$ cat config.mk
export PLATFORM = sky130hd
export DESIGN_NAME = game_board_render
export DESIGN_NICKNAME = d
export VERILOG_FILES = /design/src/rtl/game_board_render.sv
export SDC_FILE = /design/constraint.sdc
export NUM_CORES = 1
export LEC_CHECK = 0
export CELL_PAD_IN_SITES_DETAIL_PLACEMENT = 0
export CELL_PAD_IN_SITES_GLOBAL_PLACEMENT = 1
export CORE_AREA = 3 3 149 151
export DETAILED_ROUTE_END_ITERATION = 8
export DIE_AREA = 0 0 152 154
export PLACE_DENSITY = 0.8
export SETUP_SLACK_MARGIN = 0.1
export SLEW_MARGIN = 5
export SYNTH_ARGS = -nofsm -noshare
export SYNTH_HDL_FRONTEND = slang
export SYNTH_SLANG_ARGS = --single-unit
$ cat constraint.sdc
create_clock -name clk -period 2.81 [get_ports clk]
set_input_delay 0.4215 -clock clk [delete_from_list [all_inputs] [get_ports clk]]
set_output_delay 0.4215 -clock clk [all_outputs]
set_load 0.05 [all_outputs]
$ cat src/rtl/game_board_render.sv
// Pixel renderer for the 4x4 2048 board: latches the board once per frame on the
// vsync falling edge, draws tiles/gaps/background and flashes a border on changed tiles.
module game_board_render #(
  parameter int unsigned FLASH_FRAMES = 36
) (
  input  logic        clk,
  input  logic        rst,
  input  logic [10:0] pixel_x,
  input  logic [9:0]  pixel_y,
  input  logic        valid,
  input  logic        hsync_in,
  input  logic        vsync_in,
  input  logic [63:0] board,
  output logic [11:0] rgb,
  output logic        hsync,
  output logic        vsync,
  output logic        frame_tick
);

  localparam logic [7:0]  FLASH_LOAD = 8'(FLASH_FRAMES);
  localparam logic [10:0] X0 = 11'd124;
  localparam logic [10:0] Y0 = 11'd24;
  localparam logic [10:0] BOARD_SZ = 11'd552;

  // Decodes one board-relative axis: {tile hit, tile index, within 4 px of tile edge}.
  function automatic logic [3:0] axis_decode(input logic [10:0] l);
    logic [10:0] off;
    logic        hit;
    logic [1:0]  idx;
    off = 11'd0;
    hit = 1'b1;
    idx = 2'd0;
    if (l >= 11'd8 && l < 11'd136) begin
      idx = 2'd0;
      off = l - 11'd8;
    end else if (l >= 11'd144 && l < 11'd272) begin
      idx = 2'd1;
      off = l - 11'd144;
    end else if (l >= 11'd280 && l < 11'd408) begin
      idx = 2'd2;
      off = l - 11'd280;
    end else if (l >= 11'd416 && l < 11'd544) begin
      idx = 2'd3;
      off = l - 11'd416;
    end else begin
      hit = 1'b0;
    end
    return {hit, idx, (off < 11'd4) || (off >= 11'd124)};
  endfunction

  function automatic logic [11:0] palette(input logic [3:0] e);
    logic [11:0] c;
    case (e)
      4'd0:    c = 12'hCCB;
      4'd1:    c = 12'hEED;
      4'd2:    c = 12'hEEC;
      4'd3:    c = 12'hFB7;
      4'd4:    c = 12'hF96;
      4'd5:    c = 12'hF75;
      4'd6:    c = 12'hF53;
      4'd7:    c = 12'hEC7;
      4'd8:    c = 12'hEC6;
      4'd9:    c = 12'hEC5;
      4'd10:   c = 12'hEC3;
      4'd11:   c = 12'hEC2;
      default: c = 12'h333;
    endcase
    return c;
  endfunction

  logic        vs_prev_q;
  logic        tick_s;
  logic [63:0] board_q, board_d;
  logic [15:0] fmask_q, fmask_d;
  logic [7:0]  fcnt_q, fcnt_d;
  logic [15:0] chg_s;

  // Gated by rst so the pulse stays low while reset is held.
  assign tick_s     = rst && vs_prev_q && !vsync_in;
  assign frame_tick = tick_s;

  // Per-tile change detection against the currently displayed board.
  always_comb begin
    chg_s = 16'd0;
    for (int t = 0; t < 16; t++) begin
      chg_s[t] = (board[4*t +: 4] != board_q[4*t +: 4]);
    end
  end

  // Frame latch and flash control; a reload takes priority over the countdown.
  always_comb begin
    board_d = board_q;
    fmask_d = fmask_q;
    fcnt_d  = fcnt_q;
    if (tick_s) begin
      board_d = board;
      if (chg_s != 16'd0) begin
        fmask_d = chg_s;
        fcnt_d  = FLASH_LOAD;
      end else if (fcnt_q != 8'd0) begin
        fcnt_d = fcnt_q - 8'd1;
        if (fcnt_q == 8'd1) begin
          fmask_d = 16'd0;
        end else begin
          fmask_d = fmask_q;
        end
      end else begin
        fcnt_d = fcnt_q;
      end
    end else begin
      board_d = board_q;
    end
  end

  // Frame-state registers.
  always_ff @(posedge clk or negedge rst) begin
    if (!rst) begin
      vs_prev_q <= 1'b1;
      board_q   <= 64'd0;
      fmask_q   <= 16'd0;
      fcnt_q    <= 8'd0;
    end else begin
      vs_prev_q <= vsync_in;
      board_q   <= board_d;
      fmask_q   <= fmask_d;
      fcnt_q    <= fcnt_d;
    end
  end

  logic [10:0] lx_s, ly_s;
  logic [3:0]  dx_s, dy_s;
  logic        vis_s, insq_s;

  assign lx_s   = pixel_x - X0;
  assign ly_s   = {1'b0, pixel_y} - Y0;
  assign vis_s  = valid && (pixel_x < 11'd800) && (pixel_y < 10'd600);
  assign insq_s = (pixel_x >= X0) && (pixel_x < X0 + BOARD_SZ) &&
                  ({1'b0, pixel_y} >= Y0) && ({1'b0, pixel_y} < Y0 + BOARD_SZ);
  assign dx_s   = axis_decode(lx_s);
  assign dy_s   = axis_decode(ly_s);

  logic       s1_vis_q, s1_insq_q, s1_tile_q, s1_edge_q, s1_hs_q, s1_vs_q;
  logic [3:0] s1_idx_q;

  // S1: registered geometry classification.
  always_ff @(posedge clk or negedge rst) begin
    if (!rst) begin
      s1_vis_q  <= 1'b0;
      s1_insq_q <= 1'b0;
      s1_tile_q <= 1'b0;
      s1_edge_q <= 1'b0;
      s1_idx_q  <= 4'd0;
      s1_hs_q   <= 1'b1;
      s1_vs_q   <= 1'b1;
    end else begin
      s1_vis_q  <= vis_s;
      s1_insq_q <= insq_s;
      s1_tile_q <= dx_s[3] && dy_s[3];
      s1_edge_q <= dx_s[0] || dy_s[0];
      s1_idx_q  <= {dy_s[2:1], dx_s[2:1]};
      s1_hs_q   <= hsync_in;
      s1_vs_q   <= vsync_in;
    end
  end

  logic [3:0]  exp_s;
  logic [11:0] color_s;

  assign exp_s = board_q[{s1_idx_q, 2'b00} +: 4];

  // S2 colour select in priority order.
  always_comb begin
    color_s = 12'h000;
    if (!s1_vis_q) begin
      color_s = 12'h000;
    end else if (!s1_insq_q) begin
      color_s = 12'hFFE;
    end else if (!s1_tile_q) begin
      color_s = 12'hBA9;
    end else if (fmask_q[s1_idx_q] && s1_edge_q) begin
      color_s = 12'hFFF;
    end else begin
      color_s = palette(exp_s);
    end
  end

  logic [11:0] s2_rgb_q, rgb_q;
  logic        s2_hs_q, s2_vs_q, hs_q, vs_q;

  // S2 and S3 registers; S3 drives the outputs.
  always_ff @(posedge clk or negedge rst) begin
    if (!rst) begin
      s2_rgb_q <= 12'h000;
      s2_hs_q  <= 1'b1;
      s2_vs_q  <= 1'b1;
      rgb_q    <= 12'h000;
      hs_q     <= 1'b1;
      vs_q     <= 1'b1;
    end else begin
      s2_rgb_q <= color_s;
      s2_hs_q  <= s1_hs_q;
      s2_vs_q  <= s1_vs_q;
      rgb_q    <= s2_rgb_q;
      hs_q     <= s2_hs_q;
      vs_q     <= s2_vs_q;
    end
  end

  assign rgb   = rgb_q;
  assign hsync = hs_q;
  assign vsync = vs_q;

endmodule

* Word level (Yosys, flattened, before mapping)
Memories as Yosys holds them, arrays and structs flattened.
Index checks and enable logic that the tools add are counted.
** Storage, ports and cells
- Register bits :: 126
- ROM bits :: 192
- Input port bits :: 90
- Output and inout bits :: 15
- Word-level logic and storage cells :: 135
- Memories kept :: 1
** Memories
- (no name shown) :: depth 16, bits a word 12, read ports 1, clocked after Yosys merged registers in 0, wr ports 0, RTL line 53 : case (e)
** Cells by class
- Add/subtract/negate cells :: 11
- Order comparisons :: 27
- Eq/ne operators :: 17
- Shift-type cells :: 1
- Multiplexer cells :: 35
- Reduce and logical (&&, ||, !) cells :: 27
** Operators by type and width (number)
- 11-bit 2-to-1 mux :: 8
- 4-bit inequality test :: 16
- 64-bit by 7-bit indexed part select with 4-bit output :: 1
- 12-bit 2-to-1 mux :: 4
- 16-bit 2-to-1 mux :: 3
- 11-bit by 9-bit greater-or-equal comparator with 1-bit output (second input constant) :: 4
- 11-bit by 10-bit less-than comparator with 1-bit output (second input constant) :: 4
- 11-bit by 9-bit less-than comparator with 1-bit output (second input constant) :: 4
- 11-bit by 9-bit subtractor with 11-bit output (second input constant) :: 4
- 11-bit by 7-bit greater-or-equal comparator with 1-bit output (second input constant) :: 3
- 11-bit by 4-bit greater-or-equal comparator with 1-bit output (second input constant) :: 2
- 11-bit by 8-bit greater-or-equal comparator with 1-bit output (second input constant) :: 2
- 11-bit by 3-bit less-than comparator with 1-bit output (second input constant) :: 2
- 11-bit by 8-bit less-than comparator with 1-bit output (second input constant) :: 2
- 11-bit by 4-bit subtractor with 11-bit output (second input constant) :: 2
- 11-bit by 8-bit subtractor with 11-bit output (second input constant) :: 2
- 10-bit less-than comparator (second input constant) :: 2
- 1-bit logical AND :: 17
- 2-bit 2-to-1 mux :: 8
- 8-bit 2-to-1 mux :: 2
- 16-bit nonzero test :: 1
- 10-bit by 5-bit subtractor with 11-bit output (second input constant) :: 1
- 11-bit by 7-bit subtractor with 11-bit output (second input constant) :: 1
- 10-bit by 5-bit greater-or-equal comparator with 1-bit output (second input constant) :: 1
- 11 further kinds :: 22

* Logic depth before layout (Yosys ltp)
- Depth after elaboration :: 10
- Gate-level depth with buffers :: 16

* Worst setup path before layout
OpenSTA, ideal clock, no wires.
- Path type :: input port to flip-flop
- Start :: in pixel_x[2]
- End :: reg s1_edge_q
- Setup time :: 136 ps
- Arrival :: 3254 ps
- Path slack :: -580 ps
- Stages :: 15
- Buffers on the path :: 2
- Cells stage by stage :: ha_1 > buf_2 > nand3_1 > xnor2_1 > ha_1 > clkbuf_1 > nand2_1 > a21o_1 > o311a_1 > o21ai_0 > a32oi_1 > a32o_1 > o2111ai_1 > o31a_1 > nand4_1
** On the way
- Longest elaborated chain between the ends :: 10
- Elaborated cells on any way between the ends :: 25
- Classes of those cells :: 5 x add/sub; 10 x order compare; 4 x mux; 6 x reduce/logical
** Ends and longest elaborated chain
- start, declared :: RTL line 8 : input logic [10:0] pixel_x,
- 11-bit by 7-bit subtractor with 11-bit output * :: RTL line 134 : assign lx_s = pixel_x - X0;
- 11-bit by 9-bit greater-or-equal comparator with 1-bit output / 11-bit by 10-bit less-than comparator with 1-bit output (equally long branches) :: RTL line 42 : end else if (l >= 11'd416 && l < 11'd544) begin
- 1-bit logical AND :: RTL line 42
- 11-bit 2-to-1 mux :: RTL line 42
- 11-bit 2-to-1 mux :: RTL line 39 : end else if (l >= 11'd280 && l < 11'd408) begin
- 11-bit 2-to-1 mux :: RTL line 36 : end else if (l >= 11'd144 && l < 11'd272) begin
- 11-bit 2-to-1 mux * :: RTL line 33 : if (l >= 11'd8 && l < 11'd136) begin
- 11-bit by 3-bit less-than comparator with 1-bit output / 11-bit by 7-bit greater-or-equal comparator with 1-bit output (equally long branches) :: RTL line 48 : return {hit, idx, (off < 11'd4) || (off >= 11'd124)};
- 1-bit logical OR * :: RTL line 48
- 1-bit logical OR * :: RTL line 159 : s1_edge_q <= dx_s[0] || dy_s[0];
- end signal, assigned :: RTL line 159
- end, declared :: RTL line 142 : logic s1_vis_q, s1_insq_q, s1_tile_q, s1_edge_q, s1_hs_q, s1_vs_q;
Mark *: on every way between the ends. The rest lies on a longest branch, timed or not.
A chain may end at the register's enable or synchronous reset.

* Final worst setup path
- Start :: in pixel_y[7]
- End :: reg s1_edge_q
** On the way
- Longest elaborated chain between the ends :: 10
- Elaborated cells on any way between the ends :: 25
- Classes of those cells :: 5 x add/sub; 10 x order compare; 4 x mux; 6 x reduce/logical
** Ends and longest elaborated chain
- start, declared :: RTL line 9 : input logic [9:0] pixel_y,
- 10-bit by 5-bit subtractor with 11-bit output * :: RTL line 135 : assign ly_s = {1'b0, pixel_y} - Y0;
- 11-bit by 9-bit greater-or-equal comparator with 1-bit output / 11-bit by 10-bit less-than comparator with 1-bit output (equally long branches) :: RTL line 42
- 1-bit logical AND :: RTL line 42
- 11-bit 2-to-1 mux :: RTL line 42
- 11-bit 2-to-1 mux :: RTL line 39
- 11-bit 2-to-1 mux :: RTL line 36
- 11-bit 2-to-1 mux * :: RTL line 33
- 11-bit by 3-bit less-than comparator with 1-bit output / 11-bit by 7-bit greater-or-equal comparator with 1-bit output (equally long branches) :: RTL line 48
- 1-bit logical OR * :: RTL line 48
- 1-bit logical OR * :: RTL line 159
Marked as above.

==> metrics <==
kind of critical path=input pin to flop; Vert. Die Dim=154 um; Layout Cell Area excl Fill=12,000 um2; global-route wire length before repair=39,320 um; final RePlAce weighted congestion=0.8708; post-route ant nets=0; post-route DRC violation count=0; RSZ-0062 raised after global routing=yes; die area=23,410 um2; synth cell count leaders=nand2_1 (249), dfrtp_1 (120), xor2_1 (68); TritonCTS clock tree=done; register area share after synthesis=38.60%; final hold violation count=0; Reg-to-Reg End=s2_rgb_q[0]$_DFF_PN0_; max-cap viol count=0; post-route setup TNS=0 ns; Critical Path AT=3.11 ns; slew at the pin closest to its max-slew limit=1.036 ns; DR iter-0 viols=428; largest cells by area after synthesis=dfrtp_1 (37%), nand2_1 (11%), xor2_1 (7.3%); post-layout min period=2.757 ns; die span in x=152 um; Post-synth EDFFs=0; PortBufs=104; DR WL/cell=16.91 um; drt first pass iters=5; clk slew on worst S/H paths=0.06 ns; layout cells sized above 1=30.00%; Setup-failing EPs final=0; Skew-Pair Late Insertion Delay=0.42 ns; Final Skew=0.007629 ns; Area Growth Syn to Fin=46.56%; post-synthesis async set-or-reset flop share=100.0%; Mapped Cells=911; min-delay worst type=input pin to async pin; DPL Wire Length=17,920 um; Synth cell types=81; cell area after placement=10,730 um2; Vias/cell=5.339; H-Tree Depth=4; Pleak=5.434 nW; CP Capture Type=flop; core area=20,960 um2; Max Clock Freq=362.7 MHz; status=complete, no violations; vias in the first global route=7,662; # hold bufs at CTS=0; gr usage total=20.39%; Initial Util=39.07%; pin count of the biggest net entering global routing=84; Primary FF master, synth=dfrtp_1; Pwr Density=542.8 nW/um2; #FFs+latches synth=126; Post-Syn Nets=1,026; most frequent cell after synthesis=nand2_1; nets@finish=1,292; Total Wirelength=24,800 um; Max Root-Sink Buffers=2; FF-to-FF path depth=8; mean area per synthesized cell=8.988 um2; yosys warns=0; Root Buffer=clkbuf_16; Clock Sinks=126; RR Startpoint=s1_idx_q[0]$_DFF_PN0_; CP startpoint kind=input pin; Ports=105; Synth area leader=dfrtp_1; Post-Syn Area=8188 um2; initial antenna violation count=2; relative slew slack=30.95%; Yosys top cell area share=36.67%; FP Rows=53; Congestion Overflow GR=0; reg2reg setup slack=0.16 ns; Max FO, Critical Path=12; vias=7,832; CTS Buf Count=17; final period utilization=98.12%; VDD IR max=0.2807 mV; Critical Path RT=3.16 ns; Slew Limit Fails=0
layout make-up:
type	instances	area, um2
diodes	2	5.005
clock buffers	19	442.9
clock inverters	13	165.2
fillers	1860	8955
inverters	22	82.58
multi-input cells	712	5195
flip-flops and latches	126	3162
well taps	275	344.1
repair buffers	298	2604
cells in the final DEF, fill, tap and decap left out, types with 13 or more instances in the layout:
cell type | synthesis | final
clkbuf_16 | 0 | 18
ha_1 | 25 | 18
nand3_1 | 19 | 17
inv_1 | 21 | 13
dfrtp_1 | 120 | 119
nor4_1 | 25 | 18
nor2_1 | 28 | 25
o21ai_0 | 47 | 42
mux4_2 | 25 | 25
buf_4 | 2 | 180
xor2_1 | 68 | 67
clkdlybuf4s50_1 | 0 | 90
nand2_1 | 249 | 247
a21oi_1 | 21 | 18
critical path: stages:
cell,delay (ns)
clkdlybuf4s50_1,0.44
buf_4,0.16
buf_4,0.18
or4_4,0.46
nand2_1,0.12
o2111ai_1,0.14
a31oi_2,0.24
buf_4,0.15
nor3_2,0.04
nor4_4,0.26
nand3b_1,0.14
o31a_1,0.29
nand4_1,0.08
kinds of logic (layout without fill, tap and decap cells):
family                   after synthesis  after routing  synth area share, %
AO/OA/AOI/OAI                        173            173                14.69
XOR/XNOR                              81             81                8.924
adder cells (fa/ha/maj)               25             25                3.820
buffers and inverters                 73            352                3.836
flip-flops                           126            126                38.60
multiplexers                          32             32                7.778
other                                  0              2                    0
AND/OR/NAND/NOR                      401            401                22.36
repair_timing:
item / CTS / global route
gates cloned: 0 / 1
gates resized for setup: 50 / 65
setup buffers: 11 / 15
endpoints found under the setup margin: 5 / 16
pin swaps: 17 / 31
power breakdown:
group          switching (W)  internal [W]
clock network       0.000822       0.00142
logic               0.000986       0.00103
registers           0.000211       0.00205
worst max path at each step:
stage          startpoint                  end  slack, ns  depth (start not counted)
5_1_grt        pixel_y[4]  s1_edge_q$_DFF_PN0_      -0.05                         14
2_1_floorplan  pixel_x[2]  s1_edge_q$_DFF_PN0_      -0.20                         15
3_5_place_dp   pixel_x[5]  s1_edge_q$_DFF_PN0_      -0.75                         13
4_1_cts        pixel_y[5]  s1_edge_q$_DFF_PN0_       0.07                         15
6_report       pixel_y[7]  s1_edge_q$_DFF_PN0_       0.05                         13
3_3_place_gp   pixel_x[5]  s1_edge_q$_DFF_PN0_      -0.71                         13
layer usage:
layer	vias to the layer above	part of all wire, %	track usage, %
li1	3766	-	-
met1	3788	46	27.97
met2	234	47	33.34
met3	44	4.8	3.265
met4	0	2.4	6.421
met5	-	0	0
state kept, by name, summed over array words and instances (netlist names), 4 cells and up:
name / count
s1_idx_q: 4
board_q: 64
rgb: 12
fcnt_q: 8
s2_rgb_q: 12
fmask_q: 16
metrics by stage:
stage / setup slack (ns) / utilization (%) / instances / total power (W) / hold slack (ns)
final: 0.05288 / 57.27 / 1467 / 0.006514 / 0.2503
after global routing: -0.04934 / 57.27 / 1467 / 0.006855 / 0.3541
after CTS: 0.06805 / 55.42 / 1449 / 0.006379 / 0.3061
after detailed placement: -0.7504 / 51.19 / 1406 / 0.004047 / 0.3347
after global placement: -0.7064 / 51.19 / 1406 / 0.004020 / 0.3333
after floorplan: -0.1996 / - / 911 / 0.003261 / 0.1259
No activity file was read; power rests on OpenSTA's default activity.
